<file path="src/rtl/sent_tx_crc_engine.sv">
// sent_tx_crc_engine: shared SENT TX CRC4/CRC6 generator, BPC bits per clock, valid/ready on request and result.
// Define SENT_CRC_ERR_INJ_EN to add inj_i, which inverts crc_o[0] of the result it was accepted with.
module sent_tx_crc_engine #(
    parameter int         MAX_NIBBLES = 6,
    parameter int         BPC         = 1,
    parameter int         TAG_W       = 2,
    parameter logic [3:0] SEED4       = 4'b0101,
    parameter logic [5:0] SEED6       = 6'b010101
) (
    input  logic                     clk_tx,
    input  logic                     reset_n_tx,
    input  logic                     req_valid_i,
    output logic                     req_ready_o,
    input  logic [1:0]               mode_i,
    input  logic [3:0]               len_i,
    input  logic [4*MAX_NIBBLES-1:0] data_i,
    input  logic [TAG_W-1:0]         tag_i,
    input  logic                     abort_i,
`ifdef SENT_CRC_ERR_INJ_EN
    input  logic                     inj_i,
`endif
    output logic                     crc_valid_o,
    input  logic                     crc_ready_i,
    output logic [5:0]               crc_o,
    output logic [1:0]               crc_mode_o,
    output logic [TAG_W-1:0]         tag_o,
    output logic                     err_o
);
    localparam int SW = 4 * MAX_NIBBLES + 6;

    typedef enum logic [1:0] {IDLE, RUN, DONE} state_t;

    state_t          state_q;
    logic [5:0]      r_q, r_d, crc_q, cnt_q, cnt_ld, shamt;
    logic [SW-1:0]   sh_q, sh_d;
    logic [1:0]      mode_q;
    logic [TAG_W-1:0] tag_q;
    logic            err_q, illegal;
`ifdef SENT_CRC_ERR_INJ_EN
    logic            inj_q;
`endif

    // Data is left-aligned into the shifter so the first-sent nibble leaves first and the zero tail supplies the W flush bits.
    always_comb begin
        illegal = len_i == 4'd0 || int'(len_i) > MAX_NIBBLES || mode_i[1] || (mode_i == 2'b01 && len_i != 4'd6);
        shamt   = illegal ? 6'd0 : 6'(4 * (MAX_NIBBLES - int'(len_i)));
        cnt_ld  = 6'((4 * int'(len_i) + (mode_i[0] ? 6 : 4)) / BPC - 1);
        r_d     = r_q;
        for (int i = 0; i < BPC; i++)
            r_d = mode_q[0] ? {r_d[4:0], sh_q[SW-1-i]} ^ (r_d[5] ? 6'h19 : 6'h00)
                            : {2'b00, r_d[2:0], sh_q[SW-1-i]} ^ (r_d[3] ? 6'h0d : 6'h00);
        sh_d    = sh_q << BPC;
    end

    always_ff @(posedge clk_tx or negedge reset_n_tx) begin
        if (!reset_n_tx) begin
            state_q <= IDLE;
            r_q     <= '0;
            sh_q    <= '0;
            cnt_q   <= '0;
            mode_q  <= '0;
            tag_q   <= '0;
            crc_q   <= '0;
            err_q   <= 1'b0;
`ifdef SENT_CRC_ERR_INJ_EN
            inj_q   <= 1'b0;
`endif
        end else begin
            case (state_q)
                IDLE: if (req_valid_i) begin
                    state_q <= illegal ? DONE : RUN;
                    r_q     <= mode_i[0] ? SEED6 : {2'b00, SEED4};
                    sh_q    <= {data_i, 6'b0} << shamt;
                    cnt_q   <= cnt_ld;
                    mode_q  <= mode_i;
                    tag_q   <= tag_i;
                    err_q   <= illegal;
                    if (illegal) crc_q <= '0;
`ifdef SENT_CRC_ERR_INJ_EN
                    inj_q   <= inj_i;
`endif
                end
                RUN: if (abort_i) state_q <= IDLE;
                else begin
                    r_q   <= r_d;
                    sh_q  <= sh_d;
                    cnt_q <= cnt_q - 6'd1;
                    if (cnt_q == 6'd0) begin
                        state_q <= DONE;
`ifdef SENT_CRC_ERR_INJ_EN
                        crc_q   <= r_d ^ {5'b0, inj_q};
`else
                        crc_q   <= r_d;
`endif
                    end
                end
                DONE: if (abort_i || crc_ready_i) state_q <= IDLE;
                default: state_q <= IDLE;
            endcase
        end
    end

    assign req_ready_o = state_q == IDLE;
    assign crc_valid_o = state_q == DONE;
    assign crc_o       = crc_q;
    assign crc_mode_o  = mode_q;
    assign tag_o       = tag_q;
    assign err_o       = err_q;
endmodule

</file>
<file path="config.mk">
export PLATFORM = sky130hd
export DESIGN_NAME = sent_tx_crc_engine
export DESIGN_NICKNAME = d
export VERILOG_FILES = /design/src/rtl/sent_tx_crc_engine.sv
export SDC_FILE = /design/constraint.sdc
export NUM_CORES = 1
export LEC_CHECK = 0
export ABC_AREA = 0
export CAP_MARGIN = 25
export CORE_UTILIZATION = 65
export CTS_CLUSTER_SIZE = 10
export DETAILED_ROUTE_END_ITERATION = 8
export DONT_BUFFER_PORTS = 1
export GPL_TIMING_DRIVEN = 0
export PLACE_DENSITY_LB_ADDON = 0.15
export REMOVE_ABC_BUFFERS = 1
export SYNTH_ARGS = -nofsm -noshare
export SYNTH_HDL_FRONTEND = slang
export SYNTH_SLANG_ARGS = --single-unit
</file>
<file path="constraint.sdc">
create_clock -name clk_tx -period 3.4 [get_ports clk_tx]
set_input_delay 0.34 -clock clk_tx [delete_from_list [all_inputs] [get_ports clk_tx]]
set_output_delay 0.34 -clock clk_tx [all_outputs]
set_load 0.02 [all_outputs]
</file>
# After elaboration in Yosys (flattened, before gate mapping)
# Cells that the tools add are included.
# totals
in_bits,37
out_inout_bits,13
ff_bits,55
word_cells,65
# op_classes
n_eq_ne,10
muxes,26
n_bitwise,2
addsub,4
n_shift,1
magnitude_cmp,1
n_reduce_logical,13
# ops
cell,n
$mux 30,2
$mux 6,10
$pmux 30 s2,1
$pmux 6 s2,3
$shl 30x6->30,1
$mux 2,6
$sub 6x1->6 const B,2
$mux 5,2
$add 6x3->6,1
$logic_not 6->1,1
$ne 2x2->1 const B,3
$pmux 2 s3,1
$reduce_and 3->1,2
$xor 6x5->6,1
$reduce_and 5->1,1
$eq 2x1->1 const B,2
$gt 4x3->1 const B,1
$logic_not 4->1,1
$logic_or 1x1->1,4
$mux 4,1
$ne 2x1->1 const B,2
$ne 4x3->1 const B,1
$sub 3x4->4 const A,1
$xor 4x4->4,1
other kinds (6),6

# Logic depth before layout (Yosys ltp)
# Gate-level depths: netlist (run 1).
# logic_depth
word_depth,8
mapped_depth,9
mapped_depth_nobuf,7

# Worst setup path before layout (run 1)
# No wires, ideal clock.
# synth_path
path_kind,input to register
start,input port len_i[0]
end,register sh_q[21]
arrival_time_ns,2.214
path_slack_ns,1.060
path_stages,9
cell_sequence,buf_2 -> inv_1 -> ha_1 -> clkbuf_1 -> or4_4 -> buf_6 -> a211oi_2 -> a211oi_1 -> a221o_1
# synth_between
elab_chain_cells,8
word_cells_on_any_way,12
classes_between,1 x add/sub; 1 x order compare; 1 x eq/ne; 1 x shift; 3 x mux; 5 x reduce/logical
# synth_lines
element,line_no,text
start: declaration,15,"input logic [3:0] len_i,"
$gt 4x3->1 or $logic_not 4->1 (tied branches),45,illegal = len_i == 4'd0 || int'(len_i) > MAX_NIBBLES || mode_i[1] || (mode_i == 2'b01 && len_i != 4'd6);
$logic_or 1x1->1 (3 in a row),45,
$mux 6 (*),46,shamt = illegal ? 6'd0 : 6'(4 * (MAX_NIBBLES - int'(len_i)));
$shl 30x6->30 (*),73,"sh_q <= {data_i, 6'b0} << shamt;"
$mux 30 (*),70,IDLE: if (req_valid_i) begin
$pmux 30 s2 (*),69,case (state_q)
end signal: assignment,73,
end: declaration,35,"logic [SW-1:0] sh_q, sh_d;"
# Every way passes the cells marked *; elsewhere a longest branch is shown, timed or not. The select of a mux whose other input is x is not followed.
# A chain may end at the register's enable or synchronous reset.

# Worst setup path in the final report (run 1)
# layout_path
start,register state_q[0]
end,register sh_q[16]
# layout_between
elab_chain_cells,3
word_cells_on_any_way,7
classes_between,3 x eq/ne; 1 x mux; 3 x reduce/logical
# layout_lines
element,line_no,text
start: declaration,33,state_t state_q;
start signal: assignment,71,state_q <= illegal ? DONE : RUN;
$eq 2x1->1 or $logic_not 2->1 (tied branches),69,
$ne 2x2->1 (no line) or $reduce_bool 2->1 (tied branches),--,
$reduce_and 3->1 (no line),--,
# Several ways; a longest one is shown, not always the timed one.

==> metrics, run 1 <==
Mapped Cells=373; Final Hold Vio Count=0; Cell variety after synth=59; Sw Pwr=547.2 µW; RSZ-0062 raised after global routing=false; fmax=365.9 MHz; CP Capture Point=sh_q[16]$_DFFE_PN0P_; post-DR wirelength/cell=19.75 µm; largest net degree at the start of global routing=50; Die Width=72.75 µm; crit path from=state_q[0]$_DFFE_PN0P_; Final GP Congestion=0.9252; WP buf/inv=1; Crit path depth=6; Worst-Margin Slew=1009 ps; VDD IR max=0.3407 mV; num ports=50; Overflow after GRT=0; min Tclk post-route=2733 ps; Initial Util=68.42%; fill count=362; DRT Wirelength=8512 µm; clk buf depth=2; commonest cells after routing, fill and taps aside=dfrtp_1 (49), nor2_1 (46), nand2_1 (32); part of the power in registers=47.0%; core box area=4755 µm²; Reg2Reg Depth=6; area of the multi-input gates=1887 µm²; Startpoint Class=flop; Clock Latency Late Sink=310 ps; RR Endpoint=sh_q[16]$_DFFE_PN0P_; Cell Area, Synth=3253 µm²; Pwr Density=493.3 nW/µm²; Worst Skew=5.262 ps; H-tree depth=2; Root Driver=clkbuf_8; CTS tree=done; Initial DRC Count=362; initial antenna violation count=0; Required @ worst endpoint=3600 ps; Detailed Routing Iterations Pass 1=6; mean post-synth cell area=8.722 µm²; Critical R2R Launch=state_q[0]$_DFFE_PN0P_; worst hold start=abort_i; reg-to-reg slack, setup=670 ps; max_cap viols=0; Cell Chain, Critical Path=nor3b_2 -> nor2_2 -> buf_16 -> a221o_1 -> a221oi_1 -> nor3_1; drc violations=0; commonest non-fill, non-tap cell in the layout=dfrtp_1; #FFs+latches synth=49; TritonCTS buffer count=5; Worst Setup Slack post-DPL=753.3 ps; ys async rst share=100.0%; worst min path class=in -> reg; fin crit share=80.37%; Rows=25; Ys Warns=0; clock slew at reported path FFs=90 ps; first-pass GRT wire length=13850 µm; DRT antenna net count=0; final antenna diode count=0; Setup crit end kind=flop; clk sinks=49; Fin Setup TNS=0 ps; utilization after layout=73.00%; Main synth FF type=dfrtp_1; clock network power share=29.8%; nets=407; status=finished, final reports clean; Setup Viol. Count Final=0; critical path's slowest cell=nor3b_2; DP HPWL=5906 µm; CP delay by family, top=simple AND/OR/NAND/NOR gates; Die Y=72.75 µm; P_leak=1.490 nW; Layout area overhead=6.692%; PostCTS Resize Cnt=0; share of cells above drive strength 1=9.341%; max-slew violation count=0; final worst slack=667.3 ps; GRT Total Usage=34.21%; IO Port Bufs=0; Sw Ratio=31.96%; internal power=1.165 mW; Comb power frac=23.2%; CP arrival=2930 ps; post-synthesis sequential area ratio=37.69%; Post-synth EDFFs=0; critical path peak fanout=25; Rel. slew slack=32.45%; via count=3014; vias per std cell=6.993; number of global-route vias before repair=2797; CP max stage delay=880 ps; critical path type=reg -> reg; DIE AREA=5292 µm²; Seq. cell area=1226 µm²
worst min path at each step:
stage | depth (start not counted) | endpoint | slack [ps]
after floorplan | 0 | cnt_q[0]$_DFFE_PN0P_ | 40
after global placement | 0 | crc_o[3]$_DFFE_PN0P_ | 50
after detailed placement | 0 | crc_o[3]$_DFFE_PN0P_ | 50
after CTS | 2 | crc_mode_o[0]$_DFFE_PN0P_ | 130
after global routing | 1 | state_q[0]$_DFFE_PN0P_ | 130
final | 1 | state_q[0]$_DFFE_PN0P_ | 130
power groups by stage:
stage	clock network, mW	logic [mW]	registers [mW]
2_1_floorplan	0	0.292	0.786
3_3_place_gp	0	0.349	0.808
3_5_place_dp	0	0.375	0.812
4_1_cts	0.509	0.394	0.802
5_1_grt	0.542	0.441	0.816
6_report	0.509	0.398	0.805
logic make-up after synthesis:
kind of cell | share of synthesized area, %
adders and majority gates | 2.692
DFF | 37.69
muxes | 7.500
xor gates and xnor gates | 1.885
AOI/OAI and AO/OA | 25.00
and+or+nand+nor | 20.62
buffers and inverters | 4.615
per-layer routing:
metal  GRT usage (%)  share of wire [%]
met5               0                  0
met4           12.20                3.2
met3           7.735                 10
met2           50.67                 44
met1           49.20                 42
per-stage QoR:
stage	hold slack [ps]	std cells	power (mW)	instance area (µm²)
2_1_floorplan	44.41	350	1.078	3144
3_3_place_gp	45.59	417	1.158	3228
3_5_place_dp	45.54	421	1.187	3296
4_1_cts	130.3	431	1.705	3471
5_1_grt	125.0	431	1.799	3471
6_report	130.8	431	1.712	3471
what timing repair did:
| item | CTS | global route |
|---|---|---|
| buffers inserted | 0 | 0 |
| hold buffers | 2 | 0 |
| hold endpoints to repair | 49 | 0 |
Yosys cell counts, types with 4 or more instances:
master	instances	area, µm²
dfrtp_1	49	1226
nor2_1	47	176.4
nand2_1	32	120.1
a21oi_1	25	125.1
o21ai_0	22	110.1
mux2i_1	14	140.1
clkbuf_1	12	45.04
inv_1	11	41.29
and3_1	10	62.56
nand3_1	10	50.05
o22ai_1	10	62.56
nor3_1	8	40.04
a211oi_1	7	52.55
a22oi_1	7	52.55
ha_1	7	87.58
a221o_1	6	60.06
a221oi_1	6	52.55
buf_2	6	30.03
a22o_1	5	43.79
mux2_2	5	56.30
a31oi_1	4	25.02
nand2b_1	4	25.02
or3_1	4	25.02
xnor2_1	4	35.03
cell type report:
cell class	count	share of cell area (%)
multi-input cells	290	54.36
flip-flops and latches	49	35.33
repair buffers	6	2.740
well taps	67	2.415
clock buffers	5	1.983
clock inverters	3	1.983
inverters	11	1.190
sequential cells by signal (all words and copies together), names as in the netlist:
register	flops
crc_o	6
err_o	1
sh_q	24
r_q	6
crc_mode_o	2
tag_o	2
state_q	2
cnt_q	6
No activity file was read; power rests on OpenSTA's default activity.
==> run 2: changes to the inputs <==
- CORE_UTILIZATION: 65 -> 58
- clock period: 3.4 -> 2.3 ns (I/O delays scaled with it)
==> run 2 against run 1 <==
Net effect:
- die area is 12% higher
- utilization is 7.2 points lower
- routed wire length is 1.1% lower
- via count is 2.5% lower
- clock power is 1% higher
==> metrics, run 2 (synthesized netlist as in run 1, its figures left out) <==
status=finished, final reports clean; critical path's slowest cell=ha_1; Setup Viol. Count Final=0 (unchanged); num ports=50 (unchanged); DP HPWL=5908 µm (about the same); VDD IR max=0.4506 mV (+32%); critical path peak fanout=33 (+32%); WP buf/inv=1 (unchanged); P_leak=1.477 nW (-0.91%); DP Area=3287 µm² (-0.27%); Required @ worst endpoint=2540 ps (-1060 ps); number of global-route vias before repair=2733 (-2.3%); Setup crit end kind=flop; DRT antenna net count=0 (unchanged); critical path type=in -> reg; Worst Setup Slack post-DPL=-294.9 ps (-1048 ps); CP arrival=2310 ps (-620 ps); Critical R2R Launch=state_q[0]$_DFFE_PN0P_; final worst slack=233.8 ps (-433.4 ps); nets=409 (+0.49%); CP delay by family, top=simple AND/OR/NAND/NOR gates; TritonCTS buffer count=5 (unchanged); fin crit share=89.83%; Die Width=76.89 µm (+5.7%); min Tclk post-route=2066 ps; drc violations=0 (unchanged); Reg2Reg Depth=4 (-2); IO Port Bufs=0 (unchanged); CP max stage delay=720 ps (-160 ps); worst hold start=mode_i[0]; Final GP Congestion=0.9470 (+2.4%); Overflow after GRT=0 (unchanged); final hold slack=33.25 ps (-97.60 ps); Pwr Density=663.2 nW/µm² (+34%); Biggest register=sh_q; final antenna diode count=0 (unchanged); Met1 Wirelength=3734 µm (+3.4%); CTS tree=done; Cell Chain, Critical Path=inv_1 -> ha_1 -> nand2_1 -> nor4_2 -> a221oi_1 -> o21ai_1 -> o221a_2; H-tree depth=2 (unchanged); RR Endpoint=sh_q[12]$_DFFE_PN0P_; crit path from=len_i[0]; internal power=1.501 mW (+29%); clock network power share=22.6% (-7.2 points); largest net degree at the start of global routing=50 (unchanged); commonest cells after routing, fill and taps aside=dfrtp_1 (49), nor2_1 (45), nand2_1 (32); RSZ-0062 raised after global routing=false; Die Y=76.89 µm (+5.7%); post-DR wirelength/cell=19.30 µm (-2.3%); DRT Wirelength=8416 µm (-1.1%); reg-to-reg slack, setup=250 ps (-420 ps); Startpoint Class=input port; GRT Total Usage=29.16% (-5.0 points); Hold EP=crc_mode_o[0]$_DFFE_PN0P_; DP Cell Count=424 (+0.71%); Fin Setup TNS=0 ps (unchanged); worst min path class=in -> reg; wire length on met3=811 µm (-6.2%); clk sinks=49 (unchanged); initial antenna violation count=0 (unchanged); clk buf depth=2 (unchanged); Layout area overhead=5.885%; Rows=26 (+4.0%); Initial Util=62.11% (-6.3 points); first-pass GRT wire length=13610 µm (-1.7%); via count=2940 (-2.5%); Sw Ratio=34.30% (+2.3 points); Initial DRC Count=290 (-20%); fmax=484.0 MHz; core box area=5238 µm² (+10%); commonest non-fill, non-tap cell in the layout=dfrtp_1; Detailed Routing Iterations Pass 1=6 (unchanged); max FFs per register=24 (unchanged); Sw Pwr=783.5 µW (+43%); Comb power frac=25.3% (+2.1 points); Hold Path Depth=2 (+1); Final Hold Vio Count=0 (unchanged); Worst-Margin Slew=843.8 ps (-165.1 ps); Rel. slew slack=43.28% (+11 points); Root Driver=clkbuf_8; vias per std cell=6.743 (-3.6%); clock slew at reported path FFs=90 ps (about the same); share of cells above drive strength 1=10.11% (+0.77 points); Non-Filler Instances=436 (+1.2%); Clock Latency Late Sink=300 ps (about the same); part of the power in registers=52.1% (+5.1 points); max_cap viols=0 (unchanged); Top Metal Used=met4; fill count=439 (+21%); Worst Skew=5.677 ps (+0.4152 ps); max-slew violation count=0 (unchanged); design area=3445 µm² (-0.76%); routed wl met2=3730 µm (-0.80%); DIE AREA=5912 µm² (+12%)
==> run 2: changes by cell type in the layout (fill, tap and decap cells not counted), moves of 2 or more <==
cell       previous run  this run
nor3b_2               2         0
bufinv_16             2         0
nor3b_4               0         2
buf_4                 2         4
==> run 2: power groups by stage <==
stage                     registers, mW  logic (mW)  clock network (mW)
final                              1.19       0.579               0.516
after global routing               1.21       0.647               0.551
after CTS                          1.18       0.574               0.525
after detailed placement           1.20       0.543                   0
after global placement             1.19       0.517                   0
after floorplan                    1.16       0.432                   0
==> run 2: worst reg2reg max path: cells and delay by family (launching register included) <==
kind | cells | cell delay (ps)
compound gates | 1 | 190
flops | 1 | 530
simple gates | 3 | 1260
==> run 2: timing repair <==
item / CTS / global route
buffers inserted: 2 / 0
hold endpoints to repair: 49 / 0
pin swaps: 1 / 0
endpoints found under the setup margin: 15 / 14
hold buffers: 2 / 0
resized for setup: 2 / 2
==> run 2: worst max-delay path by stage <==
stage	end	slack (ps)	cells past startpoint
CTS	sh_q[12]$_DFFE_PN0P_	60	4
detailed placement	sh_q[17]$_DFFE_PN0P_	-290	6
global placement	sh_q[17]$_DFFE_PN0P_	-1600	5
floorplan	sh_q[14]$_DFFE_PN0P_	-400	5
global route	sh_q[12]$_DFFE_PN0P_	110	4
finish	sh_q[15]$_DFFE_PN0P_	230	7
==> run 2: area by class of cell <==
type | instances | area, µm² | share of cell area, %
tap | 70 | 87.58 | 2.543
clock buffer | 6 | 72.57 | 2.107
timing repair buffer | 8 | 97.59 | 2.833
multi-input combinational | 290 | 1906 | 55.32
inverter | 11 | 41.29 | 1.199
clock inverter | 2 | 13.76 | 0.3996
sequential | 49 | 1226 | 35.60
==> run 2: layer usage <==
metal	vias to the layer above	GRT usage, %
li1	1371	-
met1	1419	42.07
met2	133	43.84
met3	17	7.143
met4	0	6.731
met5	-	0
==> run 2: through the flow <==
step	utilization (%)	power [mW]
floorplan	-	1.593
global placement	61.71	1.712
detailed placement	62.76	1.741
CTS	65.65	2.283
global route	65.77	2.405
finish	65.77	2.285
